===== src/rtl/decode_pkg.sv =====
// decode_pkg: shared constants and types for the AAP decode_control slice.
//   - instruction class / opcode constants for flow control
//   - PC-select codes driven on pcjumpenable
//   - decode FSM state enum
package decode_pkg;

  localparam logic [1:0] CLASS_FLOW = 2'd2;
  localparam logic [3:0] OP_BRA     = 4'd0;
  localparam logic [3:0] OP_JMP     = 4'd1;

  localparam logic [2:0] PCSEL_INC  = 3'd0;
  localparam logic [2:0] PCSEL_REL  = 3'd1;
  localparam logic [2:0] PCSEL_ABS  = 3'd2;

  typedef enum logic [1:0] {
    S_WORD    = 2'd0,
    S_SECOND  = 2'd1,
    S_DISCARD = 2'd2
  } state_t;

endpackage


===== src/rtl/decode_fields.sv =====
// decode_fields: combinational field slicing of an AAP instruction.
// Ports:
//   first_w    in  16  first (or only) instruction word
//   second_w   in  16  second word, meaningful when long_mode = 1
//   long_mode  in  1   first_w/second_w form a complete 32-bit instruction
//   cls        out 2   first_w[14:13]
//   opcode     out 4   first_w[12:9]
//   rd/ra/rb   out 3   first_w[8:6] / [5:3] / [2:0]
//   imm        out 16  second_w in long mode, else 0
//   is_long    out 1   first_w[15]: a second word follows this one
//   is_illegal out 1   flow-class opcode that has no defined meaning
module decode_fields
  import decode_pkg::*;
(
  input  logic [15:0] first_w,
  input  logic [15:0] second_w,
  input  logic        long_mode,
  output logic [1:0]  cls,
  output logic [3:0]  opcode,
  output logic [2:0]  rd,
  output logic [2:0]  ra,
  output logic [2:0]  rb,
  output logic [15:0] imm,
  output logic        is_long,
  output logic        is_illegal
);

  always_comb begin
    cls     = first_w[14:13];
    opcode  = first_w[12:9];
    rd      = first_w[8:6];
    ra      = first_w[5:3];
    rb      = first_w[2:0];
    imm     = long_mode ? second_w : 16'h0000;
    is_long = first_w[15];
    // JMP needs its second word for the target, so the short form is illegal.
    is_illegal = (cls == CLASS_FLOW) &&
                 ((opcode > OP_JMP) || ((opcode == OP_JMP) && !long_mode));
  end

endmodule


===== src/rtl/decode_control.sv =====
// decode_control: consumer end of the fetch instruction window. Assembles
// 16/32-bit instructions, registers decoded fields for execute and drives
// PC-steering back to fetch.
// Ports:
//   clock, reset_n       clock / synchronous active-low reset
//   fetchoutput   in 32  [31:16] older word, [15:0] newest word
//   pcjumpenable  out 3  0 increment, 1 relative, 2 absolute
//   pcchange      out 9  relative offset (pcjumpenable = 1)
//   pclocation    out PC_W absolute target (pcjumpenable = 2)
//   flush         out 1  one-cycle redirect pulse
//   dec_*         out    registered decoded instruction fields
//   dbg_state     out    current FSM state
// Optional feature: define DECODE_ILLEGAL_TRAP_EN to redirect illegal
// opcodes to TRAP_VECTOR instead of passing them through.
module decode_control
  import decode_pkg::*;
#(
  parameter int              PC_W        = 20,
  parameter logic [PC_W-1:0] RESET_PC    = '0,
  parameter int              DISCARD_N   = 2,
  parameter logic [19:0]     TRAP_VECTOR = 20'h00010
) (
  input  logic            clock,
  input  logic            reset_n,
  input  logic [31:0]     fetchoutput,
  output logic [2:0]      pcjumpenable,
  output logic [8:0]      pcchange,
  output logic [PC_W-1:0] pclocation,
  output logic            flush,
  output logic            dec_valid,
  output logic            dec_long,
  output logic [1:0]      dec_class,
  output logic [3:0]      dec_opcode,
  output logic [2:0]      dec_rd,
  output logic [2:0]      dec_ra,
  output logic [2:0]      dec_rb,
  output logic [15:0]     dec_imm,
  output logic [PC_W-1:0] dec_pc,
  output state_t          dbg_state
);

`ifdef DECODE_ILLEGAL_TRAP_EN
  localparam bit TRAP_EN = 1'b1;
`else
  localparam bit TRAP_EN = 1'b0;
`endif

  // Handshake: none. fetch presents a new window every cycle; dec_valid
  // marks the cycles whose registered dec_* fields carry an instruction,
  // and execute must accept it in that cycle.

  state_t          state_q, state_d;
  logic [PC_W-1:0] word_pc_q, word_pc_d;
  logic [PC_W-1:0] first_pc_q, first_pc_d;
  logic [1:0]      cnt_q, cnt_d;

  logic [2:0]      jsel_q, jsel_d;
  logic [8:0]      pcchange_q, pcchange_d;
  logic [PC_W-1:0] pclocation_q, pclocation_d;
  logic            flush_q, flush_d;
  logic            valid_q, valid_d;
  logic            long_q, long_d;
  logic [1:0]      class_q, class_d;
  logic [3:0]      opcode_q, opcode_d;
  logic [2:0]      rd_q, rd_d, ra_q, ra_d, rb_q, rb_d;
  logic [15:0]     imm_q, imm_d;
  logic [PC_W-1:0] dec_pc_q, dec_pc_d;

  logic            long_mode;
  logic [15:0]     first_w;
  logic [1:0]      f_cls;
  logic [3:0]      f_opcode;
  logic [2:0]      f_rd, f_ra, f_rb;
  logic [15:0]     f_imm;
  logic            f_is_long, f_illegal;
  logic [19:0]     jmp_raw;

  // In S_SECOND the older word of the window is the first instruction word.
  assign long_mode = (state_q == S_SECOND);
  assign first_w   = long_mode ? fetchoutput[31:16] : fetchoutput[15:0];
  assign jmp_raw   = {first_w[3:0], fetchoutput[15:0]};

  decode_fields u_fields (
    .first_w    (first_w),
    .second_w   (fetchoutput[15:0]),
    .long_mode  (long_mode),
    .cls        (f_cls),
    .opcode     (f_opcode),
    .rd         (f_rd),
    .ra         (f_ra),
    .rb         (f_rb),
    .imm        (f_imm),
    .is_long    (f_is_long),
    .is_illegal (f_illegal)
  );

  logic            issue;
  logic [PC_W-1:0] issue_pc;

  always_comb begin
    state_d      = state_q;
    word_pc_d    = word_pc_q + 1'b1;
    first_pc_d   = first_pc_q;
    cnt_d        = cnt_q;
    jsel_d       = PCSEL_INC;
    flush_d      = 1'b0;
    valid_d      = 1'b0;
    pcchange_d   = pcchange_q;
    pclocation_d = pclocation_q;
    long_d       = long_q;
    class_d      = class_q;
    opcode_d     = opcode_q;
    rd_d         = rd_q;
    ra_d         = ra_q;
    rb_d         = rb_q;
    imm_d        = imm_q;
    dec_pc_d     = dec_pc_q;
    issue        = 1'b0;
    issue_pc     = word_pc_q;

    case (state_q)
      S_WORD: begin
        if (f_is_long) begin
          state_d    = S_SECOND;
          first_pc_d = word_pc_q;
        end else begin
          issue = 1'b1;
        end
      end
      S_SECOND: begin
        issue    = 1'b1;
        issue_pc = first_pc_q;
        state_d  = S_WORD;
      end
      S_DISCARD: begin
        // Hold word_pc at the redirect target while stale windows drain,
        // so the first accepted word after discard is the target word.
        word_pc_d = word_pc_q;
        cnt_d     = cnt_q - 1'b1;
        if (cnt_q == 2'd1) state_d = S_WORD;
      end
      default: state_d = S_WORD;
    endcase

    if (issue) begin
      valid_d  = 1'b1;
      long_d   = long_mode;
      class_d  = f_cls;
      opcode_d = f_opcode;
      rd_d     = f_rd;
      ra_d     = f_ra;
      rb_d     = f_rb;
      imm_d    = f_imm;
      dec_pc_d = issue_pc;
      if (f_cls == CLASS_FLOW && f_opcode == OP_BRA) begin
        jsel_d     = PCSEL_REL;
        pcchange_d = first_w[8:0];
        flush_d    = 1'b1;
        state_d    = S_DISCARD;
        cnt_d      = 2'(DISCARD_N);
        word_pc_d  = issue_pc + {{(PC_W-9){first_w[8]}}, first_w[8:0]};
      end else if (f_cls == CLASS_FLOW && f_opcode == OP_JMP && long_mode) begin
        jsel_d       = PCSEL_ABS;
        pclocation_d = PC_W'(jmp_raw);
        flush_d      = 1'b1;
        state_d      = S_DISCARD;
        cnt_d        = 2'(DISCARD_N);
        word_pc_d    = PC_W'(jmp_raw);
      end else if (f_illegal && TRAP_EN) begin
        valid_d      = 1'b0;
        jsel_d       = PCSEL_ABS;
        pclocation_d = PC_W'(TRAP_VECTOR);
        flush_d      = 1'b1;
        state_d      = S_DISCARD;
        cnt_d        = 2'(DISCARD_N);
        word_pc_d    = PC_W'(TRAP_VECTOR);
      end
    end
  end

  always_ff @(posedge clock) begin
    if (!reset_n) begin
      state_q      <= S_WORD;
      word_pc_q    <= RESET_PC;
      first_pc_q   <= '0;
      cnt_q        <= '0;
      jsel_q       <= PCSEL_INC;
      pcchange_q   <= '0;
      pclocation_q <= '0;
      flush_q      <= 1'b0;
      valid_q      <= 1'b0;
      long_q       <= 1'b0;
      class_q      <= '0;
      opcode_q     <= '0;
      rd_q         <= '0;
      ra_q         <= '0;
      rb_q         <= '0;
      imm_q        <= '0;
      dec_pc_q     <= '0;
    end else begin
      state_q      <= state_d;
      word_pc_q    <= word_pc_d;
      first_pc_q   <= first_pc_d;
      cnt_q        <= cnt_d;
      jsel_q       <= jsel_d;
      pcchange_q   <= pcchange_d;
      pclocation_q <= pclocation_d;
      flush_q      <= flush_d;
      valid_q      <= valid_d;
      long_q       <= long_d;
      class_q      <= class_d;
      opcode_q     <= opcode_d;
      rd_q         <= rd_d;
      ra_q         <= ra_d;
      rb_q         <= rb_d;
      imm_q        <= imm_d;
      dec_pc_q     <= dec_pc_d;
    end
  end

  assign pcjumpenable = jsel_q;
  assign pcchange     = pcchange_q;
  assign pclocation   = pclocation_q;
  assign flush        = flush_q;
  assign dec_valid    = valid_q;
  assign dec_long     = long_q;
  assign dec_class    = class_q;
  assign dec_opcode   = opcode_q;
  assign dec_rd       = rd_q;
  assign dec_ra       = ra_q;
  assign dec_rb       = rb_q;
  assign dec_imm      = imm_q;
  assign dec_pc       = dec_pc_q;
  assign dbg_state    = state_q;

endmodule


===== config.mk =====
export PLATFORM = sky130hd
export DESIGN_NAME = decode_control
export DESIGN_NICKNAME = d
export VERILOG_FILES = /design/src/rtl/decode_pkg.sv /design/src/rtl/decode_fields.sv /design/src/rtl/decode_control.sv
export SDC_FILE = /design/constraint.sdc
export NUM_CORES = 1
export LEC_CHECK = 0
export CAP_MARGIN = 25
export CORE_UTILIZATION = 38
export DETAILED_ROUTE_END_ITERATION = 8
export PLACE_DENSITY = 0.59
export SLEW_MARGIN = 20
export SYNTH_ARGS = -nofsm -noshare
export SYNTH_HDL_FRONTEND = slang
export SYNTH_HIERARCHICAL = 1
export SYNTH_SLANG_ARGS = --single-unit

===== constraint.sdc =====
create_clock -name clock -period 9.9 [get_ports clock]
set_clock_uncertainty 0.15 [all_clocks]
set_input_delay 1.98 -clock clock [delete_from_list [all_inputs] [get_ports clock]]
set_output_delay 1.98 -clock clock [all_outputs]
set_load 0.1 [all_outputs]

==> metrics, run 1 <==
Crit. End Element=flop; number of antenna violations at the first check in global routing=0; Slew HR=0.2823; minimum clock period=~5.2 ns; syn nets=roughly 950; status=finished with violations; Startpoint Class=primary input; CTS sink cnt=approximately 130; # IOs=between 100 and 150; synth-to-layout area growth=25.64%; Max VDD drop=between 0.1 and 0.15 mV; Setup WS post-layout=~4.7 ns; syn_area_per_cell=roughly 7.7 µm²; crit path kind=in2reg; clk_lat worst skew=approximately 0.42 ns; Initial Utilization=0.3876; global-route wire length before repair=33440 µm; Worst Max-Slew Pin Slew=~1.1 ns; Yosys warning total=6; worst endpoint required time=~10 ns; final setup fails=0; Power Dens Cells=between 150 and 200 mW/mm²; TNS Setup=0 ns; largest net degree at the start of global routing=between 80 and 90; Die Width=roughly 140 µm; Total GRT Usage=0.2388; vias in the first global route=a little under 6000; DRC errors left=2; Final Hold Viols=0; Gate Count Post-Synth=899; RSZ-0062 raised after global routing=false; max cap viols=0; GRT overflow=0; via count of the routed design=approximately 6300; drt via density=a little over 5; Peak Freq=0.1915 GHz; Static Leak=roughly 3.5 nW; port bufs=120; post-DR wirelength/cell=between 15 and 20 µm; dpl hpwl=14820 µm; pre-CTS WS=4.298 ns; failing checks=design-rule violations; diode count=0; filler instances=1800; Post-Syn Area=just under 0.007 mm²; ratio of cells with drive above 1 in the final layout=0.07287; nets=a little over 1000; multi-input gate area in the final layout=0.004004 mm²; Final Slew Violations=0; clock slew seen by the registers of the worst setup and hold paths=roughly 0.060 ns; Core Box Area=~0.018 mm²; post-cts sizing count=0; arrival time at the worst endpoint=5.36 ns; Worst Path Max Fanout=24; Clock Tree Root=clkbuf_16; GP Congestion=0.8760; full die area=0.01887 mm²; fin crit share=0.5274; chip height=137.4 µm; clock tree buffer depth=2; Total Wirelength=21320 µm; H-tree depth=4; Final ANT Viol Nets=0; Setup Buffers After CTS=0; CTS tree=built; hold buffers post-CTS=0; Core Rows=slightly below 50; HP Class=reg2reg; total area of sequential cells=0.002582 mm²; initial DRC count=about 460; Pre-antenna DRT Iters=7; CTS Buf Count=17
==> registers in the layout (all words and copies together), names as in the netlist, 2 cells and up <==
name,flops
cnt_q,2
dbg_state,2
dec_class,2
dec_imm,16
dec_opcode,4
dec_pc,20
dec_ra,3
dec_rb,3
dec_rd,3
first_pc_q,20
pcchange,9
pcjumpenable,2
pclocation,20
word_pc_q,20
==> area by class of cell <==
| cell class | count | share of cell area |
|---|---|---|
| multi-input cells | 689 | 0.4577 |
| inverters | 11 | 0.004720 |
| clock buffers | 18 | 0.05020 |
| well taps | 229 | 0.03275 |
| repair buffers | 127 | 0.1430 |
| flip-flops and latches | 129 | 0.2952 |
| clock inverters | 14 | 0.01645 |
==> worst paths after layout <==
check	from	end	slack [ns]	depth (start not counted)
worst max register to register	dbg_state[0]	word_pc_q[8]	5.40	11
worst max-delay path	fetchoutput[14]	word_pc_q[8]	4.68	9
worst min register to register	dec_pc[1]	dec_pc[1]	0.31	2
worst min-delay path	dec_pc[1]	dec_pc[1]	0.31	2
==> critical path: stages <==
cell	delay, ns
clkdlybuf4s50_1	0.60
nand2_1	0.08
nand2_1	0.09
or3b_4	0.39
nor4_4	0.62
and2_2	0.66
nor2_1	0.35
a32oi_1	0.44
o31ai_1	0.14
==> power breakdown <==
part	leakage (nW)	internal (mW)	switching (mW)
Combinational	2.13	0.0894	0.237
Clock	0.282	0.361	0.271
Sequential	1.05	0.539	0.0160
==> stage by stage <==
stage | utilization | cell area [µm²] | hold WS (ns) | power, mW | instances
final | 0.4870 | 8748 | 0.3127 | 1.514 | 1217
after floorplan | - | 6963 | 0.2937 | 0.8060 | 899
after detailed placement | 0.4546 | 8165 | 0.3087 | 0.8936 | 1185
after CTS | 0.4870 | 8748 | 0.3175 | 1.521 | 1217
after global routing | 0.4870 | 8748 | 0.3396 | 1.567 | 1217
after global placement | 0.4546 | 8165 | 0.2998 | 0.8942 | 1185
==> cells in the final DEF, fill, tap and decap left out, drive strengths merged, types with 20 or more instances in the layout <==
master         instances
a21boi                92
and2                  20
nand3                 21
nand2                316
o21ai                 26
clkdlybuf4s50        119
ha                    20
inv                   20
a21oi                 24
dfxtp                129
==> layer usage <==
metal	track usage	routed length (µm)
met1	0.3120	9936
met2	0.3785	9718
met3	0.06328	1219
met4	0.08120	443
met5	0	0
Power figures use the tool's default switching activity.
==> run 2: changes to the inputs <==
==> constraint.sdc (replaced) <==
create_clock -name clock -period 5.31 [get_ports clock]
set_clock_uncertainty 0.15 [all_clocks]
set_input_delay 1.062 -clock clock [delete_from_list [all_inputs] [get_ports clock]]
set_output_delay 1.062 -clock clock [all_outputs]
set_load 0.1 [all_outputs]
==> metrics, run 2 (synthesis gave the netlist of run 1 again) <==
status=finished with violations; failing checks=design-rule violations; Final Hold Viols=0; slowest stage delay, CP=approximately 0.44 ns; CP top delay family=compound AO/OA/AOI/OAI gates; Final Slew Violations=0; post-placement cell area=approximately 0.0082 mm²; largest net degree at the start of global routing=between 80 and 90; Core Rows=between 40 and 50; cell count of the worst reg-to-reg path=13; CTS tree=built; Worst setup startpoint=fetchoutput[0]; port bufs=120; nets=roughly 1000; hold buffers post-CTS=0; Static Leak=roughly 3.5 nW; crit path kind=in2reg; Pre-antenna DRT Iters=7; number of antenna violations at the first check in global routing=0; chip height=approximately 140 µm; arrival time at the worst endpoint=approximately 4.3 ns; dpl hpwl=roughly 15000 µm; Slew HR=0.2811; Clock Tree Root=clkbuf_16; via count of the routed design=6353; CTS Buf Count=17; post-DR wirelength/cell=between 15 and 20 µm; clk_lat worst skew=approximately 0.42 ns; RSZ-0062 raised after global routing=false; clock slew seen by the registers of the worst setup and hold paths=~0.06 ns; Peak Freq=around 0.24 GHz; grt met1 use=0.3033; placed cell count=roughly 1200; most common cell after layout, fill and taps aside=nand2_1; global-route wire length before repair=between 30000 and 40000 µm; Max VDD drop=0.2264 mV; HP Class=reg2reg; # IOs=between 100 and 150; GR Util met3=0.07763; Core Box Area=between 0.015 and 0.02 mm²; Total Wirelength=~22000 µm; Die Width=about 140 µm; ratio of cells with drive above 1 in the final layout=0.07553; GRT overflow=0; vias in the first global route=about 6100; final setup fails=0; R2R Setup Slk=between 1 and 1.5 ns; Crit. End Element=flop; Power Dens Cells=roughly 330 mW/mm²; Final Cell Area=around 0.0088 mm²; slowest CP cell=clkdlybuf4s50_1; fin crit share=0.7761; worst r2r dst=word_pc_q[14]; Worst Max-Slew Pin Slew=~1.1 ns; Top cell by count, worst path=a21oi_1; initial DRC count=361; crit path cell chain=clkdlybuf4s50_1 -> mux2i_1 -> inv_1 -> ha_1 -> fa_1 -> a211oi_1 -> o21bai_1 -> a21oi_1 -> o21ai_1 -> a311oi_2 -> xor2_1 -> a21oi_1; H-tree depth=4; Setup Buffers After CTS=0; Worst path depth=12; full die area=approximately 0.019 mm²; DRC errors left=2; Final ANT Viol Nets=0; fin cells=between 1000 and 1500; Initial Utilization=0.3876; reg2reg start=dbg_state[1]; TNS Setup=0 ns; synth-to-layout area growth=27.01%; GRT met2 Usage=0.4043; filler instances=between 1500 and 2000; minimum clock period=4.121 ns; Worst Path Max Fanout=4; clock tree buffer depth=2; Total GRT Usage=0.2452; max cap viols=0; post-cts sizing count=0; CTS sink cnt=~130; worst setup path endpoint=word_pc_q[14]; Startpoint Class=primary input; diode count=0; GP Congestion=between 0.9 and 1; worst endpoint required time=around 5.5 ns; gr busiest metal=met2; CP bufs+invs=2; commonest cells after routing, fill and taps aside=315 x nand2_1, 129 x dfxtp_1, 119 x clkdlybuf4s50_1; drt via density=5.199
## run 2: cell count changes in the layout (fill, tap and decap cells not counted), sizes merged
| cell | previous run | this run |
|---|---|---|
| inv | 20 | 11 |
| clkinvlp | 2 | 3 |
| buf | 8 | 13 |
| clkbuf | 18 | 23 |
| bufinv | 1 | 4 |
## run 2: power breakdown
group	switching [mW]	internal (mW)	total, mW
Combinational	0.448	0.170	0.618
Sequential	0.0297	1.00	1.03
Clock	0.447	0.834	1.28
## run 2: cell type report
cell class | instances | area (µm²) | share of cell area
Multi-Input combinational cell | 689 | 4004 | 0.4527
Tap cell | 229 | 286.5 | 0.03240
Sequential cell | 129 | 2582 | 0.2920
Clock buffer | 23 | 488.0 | 0.05518
Timing Repair Buffer | 132 | 1289 | 0.1457
Inverter | 11 | 41.29 | 0.004669
Clock inverter | 9 | 152.6 | 0.01726
## run 2: metal layers
metal | vias up | part of all wire
met5 | - | 0
met4 | 0 | 0.019
met3 | 29 | 0.068
met2 | 184 | 0.47
met1 | 2956 | 0.45
li1 | 3184 | -
## run 2: worst min path at each step
| stage | startpoint | to | slack, ns | cells after the start |
|---|---|---|---|---|
| 2_1_floorplan | first_pc_q[0] | first_pc_q[0] | 0.29 | 2 |
| 3_3_place_gp | pclocation[0] | pclocation[0] | 0.30 | 2 |
| 6_report | first_pc_q[7] | first_pc_q[7] | 0.31 | 2 |
| 4_1_cts | first_pc_q[7] | first_pc_q[7] | 0.32 | 2 |
| 5_1_grt | dec_rb[0] | dec_rb[0] | 0.34 | 2 |
| 3_5_place_dp | first_pc_q[7] | first_pc_q[7] | 0.31 | 2 |
## run 2: tightest hold or removal path, cell delays in order (launching register included)
cell and delay, ns:
dfxtp_1 0.31, nand2_1 0.04, a21boi_0 0.06
## run 2: per-stage QoR
step	utilization	worst slack [ns]	power (mW)	hold slack, ns
after floorplan	-	1.023	1.503	0.2937
after global placement	0.4566	0.9653	1.671	0.3029
after detailed placement	0.4566	0.7999	1.671	0.3083
after CTS	0.4923	1.219	2.952	0.3163
after global routing	0.4923	0.8936	3.041	0.3358
final	0.4923	1.189	2.934	0.3125
